<file path="config.mk">
export PLATFORM = sky130hd
export DESIGN_NAME = fetch_queue_flat
export DESIGN_NICKNAME = d
export VERILOG_FILES = /design/src/rtl/cpu_pkg.sv /design/src/rtl/fetch_queue_if.sv /design/src/rtl/fetch_queue_inst_fifo.sv /design/src/rtl/fetch_queue.sv /design/src/flat_wrapper.sv
export SDC_FILE = /design/constraint.sdc
export NUM_CORES = 1
export LEC_CHECK = 0
export CAP_MARGIN = 20
export CORE_MARGIN = 8
export CORE_UTILIZATION = 57
export CTS_BUF_LIST = sky130_fd_sc_hd__clkbuf_4 sky130_fd_sc_hd__clkbuf_8
export CTS_CLUSTER_SIZE = 40
export DETAILED_ROUTE_END_ITERATION = 16
export PLACE_DENSITY = 0.82
export RECOVER_POWER = 100
export SLEW_MARGIN = 20
export SYNTH_ARGS = -nofsm -noshare
export SYNTH_HDL_FRONTEND = slang
export SYNTH_SLANG_ARGS = --single-unit
</file>
<file path="constraint.sdc">
create_clock -name clk -period 3 [get_ports clk]
set_input_delay 0.3 -clock clk [delete_from_list [all_inputs] [get_ports clk]]
set_output_delay 0.3 -clock clk [all_outputs]
set_load 0.005 [all_outputs]
</file>
<file path="src/rtl/cpu_pkg.sv">
// Shared constants for the 8-bit simple processor: address/instruction widths
// and the reset polarity used by fetch, decode, PC logic and the stack.
package cpu_pkg;

  localparam int ADDR_W = 8;
  localparam int INST_W = 16;
  localparam int FETCH_DEPTH = 4;
  localparam logic RESET_ACTIVE = 1'b0;

  function automatic int countWidth(input int depth);
    return $clog2(depth) + 1;
  endfunction

endpackage

</file>
<file path="src/rtl/fetch_queue_if.sv">
// Fetch-stage bus: the ROM read port, the redirect request and the decode-side
// valid/ready output of the fetch queue.
interface fetch_queue_if #(
  parameter int ADDR_W = cpu_pkg::ADDR_W,
  parameter int INST_W = cpu_pkg::INST_W,
  parameter int DEPTH  = cpu_pkg::FETCH_DEPTH
);
  import cpu_pkg::*;

  localparam int CNT_W = countWidth(DEPTH);

  logic [ADDR_W-1:0] rom_addr;
  logic [INST_W-1:0] rom_data;
  logic              redirect;
  logic [ADDR_W-1:0] redirect_pc;
  logic              out_valid;
  logic              out_ready;
  logic [INST_W-1:0] out_inst;
  logic [ADDR_W-1:0] out_pc;
  logic [CNT_W-1:0]  count;

  // The fetch queue itself is the slave; the ROM/decode/branch environment is the master.
  modport slave (
    input  rom_data, redirect, redirect_pc, out_ready,
    output rom_addr, out_valid, out_inst, out_pc, count
  );

  modport master (
    output rom_data, redirect, redirect_pc, out_ready,
    input  rom_addr, out_valid, out_inst, out_pc, count
  );

endinterface

</file>
<file path="src/rtl/fetch_queue_inst_fifo.sv">
// Parameterised synchronous FIFO holding fetched {pc, inst} entries; flush empties
// it in one cycle and takes priority over push/pop.
module inst_fifo #(
  parameter int WIDTH = cpu_pkg::ADDR_W + cpu_pkg::INST_W,
  parameter int DEPTH = cpu_pkg::FETCH_DEPTH,
  localparam int PTR_W = $clog2(DEPTH),
  localparam int CNT_W = PTR_W + 1
) (
  input  logic             clk,
  input  logic             reset,
  input  logic             i_push,
  input  logic             i_pop,
  input  logic             i_flush,
  input  logic [WIDTH-1:0] i_data,
  output logic [WIDTH-1:0] o_head,
  output logic [CNT_W-1:0] o_count
);
  import cpu_pkg::*;

  logic [WIDTH-1:0] r_mem [DEPTH];
  logic [PTR_W-1:0] r_rdPtr;
  logic [PTR_W-1:0] r_wrPtr;
  logic [CNT_W-1:0] r_count;
  logic             w_full;
  logic             w_empty;
  logic             w_doPush;
  logic             w_doPop;

  assign w_full   = (r_count == CNT_W'(DEPTH));
  assign w_empty  = (r_count == '0);
  assign w_doPop  = i_pop & ~w_empty;
  // A pop frees the slot the push needs, so a full FIFO still accepts a write.
  assign w_doPush = i_push & (~w_full | w_doPop);

  always_ff @(posedge clk) begin
    if (reset == RESET_ACTIVE) begin
      for (int i = 0; i < DEPTH; i++) begin
        r_mem[i] <= '0;
      end
      r_rdPtr <= '0;
      r_wrPtr <= '0;
      r_count <= '0;
    end else if (i_flush) begin
      r_rdPtr <= '0;
      r_wrPtr <= '0;
      r_count <= '0;
    end else begin
      if (w_doPush) begin
        r_mem[r_wrPtr] <= i_data;
        r_wrPtr        <= r_wrPtr + PTR_W'(1);
      end
      if (w_doPop) begin
        r_rdPtr <= r_rdPtr + PTR_W'(1);
      end
      if (w_doPush && !w_doPop) begin
        r_count <= r_count + CNT_W'(1);
      end else if (!w_doPush && w_doPop) begin
        r_count <= r_count - CNT_W'(1);
      end
    end
  end

  assign o_head  = r_mem[r_rdPtr];
  assign o_count = r_count;

endmodule

</file>
<file path="src/rtl/fetch_queue.sv">
// Instruction fetch stage: owns fetch_pc, reads the combinational ROM each cycle
// and buffers {pc, inst} for decode; a redirect reloads fetch_pc and flushes.
module fetch_queue #(
  parameter int ADDR_W = cpu_pkg::ADDR_W,
  parameter int INST_W = cpu_pkg::INST_W,
  parameter int DEPTH  = cpu_pkg::FETCH_DEPTH
) (
  input  logic         clk,
  input  logic         reset,
  fetch_queue_if.slave fq
);
  import cpu_pkg::*;

  localparam int CNT_W   = countWidth(DEPTH);
  localparam int ENTRY_W = ADDR_W + INST_W;

  logic [ADDR_W-1:0]  r_fetchPc;
  logic               w_pop;
  logic               w_push;
  logic               w_full;
  logic [ENTRY_W-1:0] w_head;
  logic [CNT_W-1:0]   w_count;

  assign w_full = (w_count == CNT_W'(DEPTH));
  assign w_pop  = fq.out_valid & fq.out_ready;
  assign w_push = ~fq.redirect & (~w_full | w_pop);

  inst_fifo #(
    .WIDTH (ENTRY_W),
    .DEPTH (DEPTH)
  ) u_fifo (
    .clk     (clk),
    .reset   (reset),
    .i_push  (w_push),
    .i_pop   (w_pop),
    .i_flush (fq.redirect),
    .i_data  ({r_fetchPc, fq.rom_data}),
    .o_head  (w_head),
    .o_count (w_count)
  );

  // fetch_pc wraps silently at 2^ADDR_W; a redirect overrides any pending push.
  always_ff @(posedge clk) begin
    if (reset == RESET_ACTIVE) begin
      r_fetchPc <= '0;
    end else if (fq.redirect) begin
      r_fetchPc <= fq.redirect_pc;
    end else if (w_push) begin
      r_fetchPc <= r_fetchPc + ADDR_W'(1);
    end
  end

  assign fq.rom_addr  = r_fetchPc;
  assign fq.count     = w_count;
  assign fq.out_valid = (w_count != '0);
  assign fq.out_pc    = w_head[ENTRY_W-1:INST_W];
  assign fq.out_inst  = w_head[INST_W-1:0];

endmodule

</file>
<file path="src/flat_wrapper.sv">
// flat-port wrapper written by rule: the top's interface ports become plain ports
module fetch_queue_flat import cpu_pkg::*;
#(
  parameter int ADDR_W = cpu_pkg::ADDR_W,
  parameter int INST_W = cpu_pkg::INST_W,
  parameter int DEPTH  = cpu_pkg::FETCH_DEPTH
)
  (clk, reset, fq_rom_data, fq_redirect, fq_redirect_pc, fq_out_ready, fq_rom_addr, fq_out_valid, fq_out_inst, fq_out_pc, fq_count);
  fetch_queue_if #(.ADDR_W(ADDR_W), .INST_W(INST_W), .DEPTH(DEPTH)) fq_i ();
  input  logic clk;
  input  logic reset;
  input wire logic [$bits(fq_i.rom_data)-1:0] fq_rom_data;
  input wire logic [$bits(fq_i.redirect)-1:0] fq_redirect;
  input wire logic [$bits(fq_i.redirect_pc)-1:0] fq_redirect_pc;
  input wire logic [$bits(fq_i.out_ready)-1:0] fq_out_ready;
  output wire logic [$bits(fq_i.rom_addr)-1:0] fq_rom_addr;
  output wire logic [$bits(fq_i.out_valid)-1:0] fq_out_valid;
  output wire logic [$bits(fq_i.out_inst)-1:0] fq_out_inst;
  output wire logic [$bits(fq_i.out_pc)-1:0] fq_out_pc;
  output wire logic [$bits(fq_i.count)-1:0] fq_count;
  assign fq_i.rom_data = fq_rom_data;
  assign fq_i.redirect = fq_redirect;
  assign fq_i.redirect_pc = fq_redirect_pc;
  assign fq_i.out_ready = fq_out_ready;
  assign fq_rom_addr = fq_i.rom_addr;
  assign fq_out_valid = fq_i.out_valid;
  assign fq_out_inst = fq_i.out_inst;
  assign fq_out_pc = fq_i.out_pc;
  assign fq_count = fq_i.count;
  fetch_queue #(.ADDR_W(ADDR_W), .INST_W(INST_W), .DEPTH(DEPTH)) u_core (.clk(clk), .reset(reset), .fq(fq_i));
endmodule
</file>
==> results.ini <==
[cts]
cts_resized=0
cts_made_buffers=17
clk_pin_slew_ns=0.06
root_buffer=clkbuf_8
post_cts_buffers=0
tritoncts=built
htreeDepth=4
clock_latency_ns=0.41
hold_buffers=0
cts_num_sinks=113
cts_buffer_depth=2

[routing]
ant_nets=0
drtIter0Drc=141
vias=3089
drc=0
drt_wl_total_um=11000
viasPerCell=5.81
avgRoutedWirePerCell_um=20.6
dr.pass1.iters=4

[critical_path]
worstSetupPathType=reg -> out
rr_worst_depth=5
r2r-end=u_core.u_fifo.r_mem[1][1]$_SDFFCE_PN0P_
endpoint_kind=output pin
cp_max_fo=13
r2r_slack_ns=0.48
cp.arrival_ns=2.39
rr_startpoint=u_core.u_fifo.o_count[0]$_SDFFE_PP0P_
cp_data_required_time_ns=2.70
start_kind=flip-flop

[logic_synthesis]
synthTopCellsByArea=edfxtp_1, mux4_2, dfxtp_1
synth_edf_count=96
seq_area_frac_synth=0.635
synth_fp_nets=369
ys_ff_latch=113
syn_area_mm2=0.00508
async_reset_ff_frac=0
yosys.area.top_type=edfxtp_1
synthFlopType=edfxtp_1
syn_avg_cell_area_um2=15.0
synth_top_cell_area_share=0.568
synthCells=338
synth-warning-count=0
synth_cell_type_count=41

[placed_design]
post-dp-hpwl_um=6480
numPortBuffers=63
placedCellCount=500
dp_slack_ns=0.482
gp_congestion=0.796

[hold_path]
hold_start=fq_redirect_pc[0]
hold_path_depth=3
whs_endpoint=u_core.fq.rom_addr[0]$_SDFFE_PN0P_
worstHoldPathType=in -> reg

[sta]
finalSetupViolCount=0
rsz0062_at_grt=false
maxSlewViolCount=25
finalHoldViolCount=0
period_share=0.898
setup_slack_ns=0.306
slew_headroom=-0.0472
max_freq_ghz=0.371
min_period_ns=2.69
whs_ns=0.485
finalClockSkew_ns=0.0119
worst_slew_pin_slew_ns=1.57
setup-tns-final_ns=0

[pwr]
ir_drop_mv=0.312
power.total_mw=3.94
p_leak_nw=2.37
power.density_mw_per_mm2=630

[floorplanning]
die_w_um=110
rows=34
core_area_mm2=0.00868
ios=64
start_util=0.585
die_h_um=110
die-area_mm2=0.0122

[outcome]
outcome=finished with violations
violations=max-capacitance violations, max-slew violations

[flow_run]
cap_violations=1

[grt]
antenna_found_initial=0
grt_pass1_wl_um=17000
grt_pass1_vias=3259
grt_max_degree=28
grtUsageTotal=0.192
gr-total-overflow=0

[final_layout]
final_common_cell=edfxtp_1
nets=442
layout-drive-gt1-share=0.193
diodes=0
nFillCells=598
area_growth_pct=23.0
stdcell_count=532
final_cell_mix=edfxtp_1, dlygate4sd3_1, and2_0

## through the flow
step	area, um^2	util
floorplan	5080	-
global placement	5860	0.675
detailed placement	5860	0.675
CTS	6350	0.731
global route	6240	0.720
finish	6240	0.720
## cells in the mapped netlist, drive strengths merged, types with 9 or more instances
cell / instances
edfxtp: 96
and2: 72
and3: 25
mux4: 24
dfxtp: 17
clkbuf: 12
o21ai: 11
buf: 9
nor2: 9
## cell families after synthesis
group / Yosys count / synth area share
muxes: 25 / 0.108
xor gates and xnor gates: 5 / 0.00862
adders and majority gates: 3 / 0.00887
DFF: 113 / 0.635
and+or+nand+nor: 138 / 0.180
buffers and inverters: 27 / 0.0256
AOI/OAI and AO/OA: 27 / 0.0333
## layout make-up
cell class / instances / area (um^2) / share of cell area
clock buffers: 22 / 284 / 0.0455
clock inverters: 10 / 206 / 0.0331
inverters: 6 / 22.5 / 0.00361
multi-input cells: 198 / 1670 / 0.267
flip-flops and latches: 113 / 3220 / 0.516
well taps: 108 / 135 / 0.0216
repair buffers: 75 / 706 / 0.113
## worst max path at each step
stage | end | depth (start not counted) | slack (ns)
2_1_floorplan | u_core.u_fifo.r_mem[2][0]$_SDFFCE_PN0P_ | 4 | 0.77
3_3_place_gp | u_core.u_fifo.r_mem[0][4]$_SDFFCE_PN0P_ | 5 | 0.53
3_5_place_dp | u_core.u_fifo.r_mem[0][6]$_SDFFCE_PN0P_ | 5 | 0.48
4_1_cts | fq_out_inst[9] | 3 | 0.36
5_1_grt | fq_out_pc[0] | 3 | 0.17
6_report | fq_out_inst[9] | 3 | 0.31
## report_power, final
group,switching (mW),total (mW),internal (mW)
clock,0.588,1.73,1.15
combinational,0.159,0.348,0.188
sequential,0.0571,1.86,1.80
total,0.804,3.94,3.13
## state kept, by name, indices dropped and copies added (netlist names), named ones only
register,count
u_core.u_fifo.r_rdPtr,2
u_core.fq.rom_addr,8
u_core.u_fifo.r_wrPtr,2
u_core.u_fifo.r_mem,96
u_core.u_fifo.o_count,3
## per-layer routing
layer,track usage,vias to the layer above,wire (um)
met3,0.0558,9,763
li1,-,1423,-
met1,0.222,1542,4280
met2,0.322,115,5810
met4,0.0923,0,114
met5,0,-,0
## critical path: stages, from the launching register on
cell and delay [ns]:
dfxtp_2 0.64, buf_12 0.23, mux4_2 0.52, dlygate4sd3_1 0.59
Power figures use the tool's default switching activity.
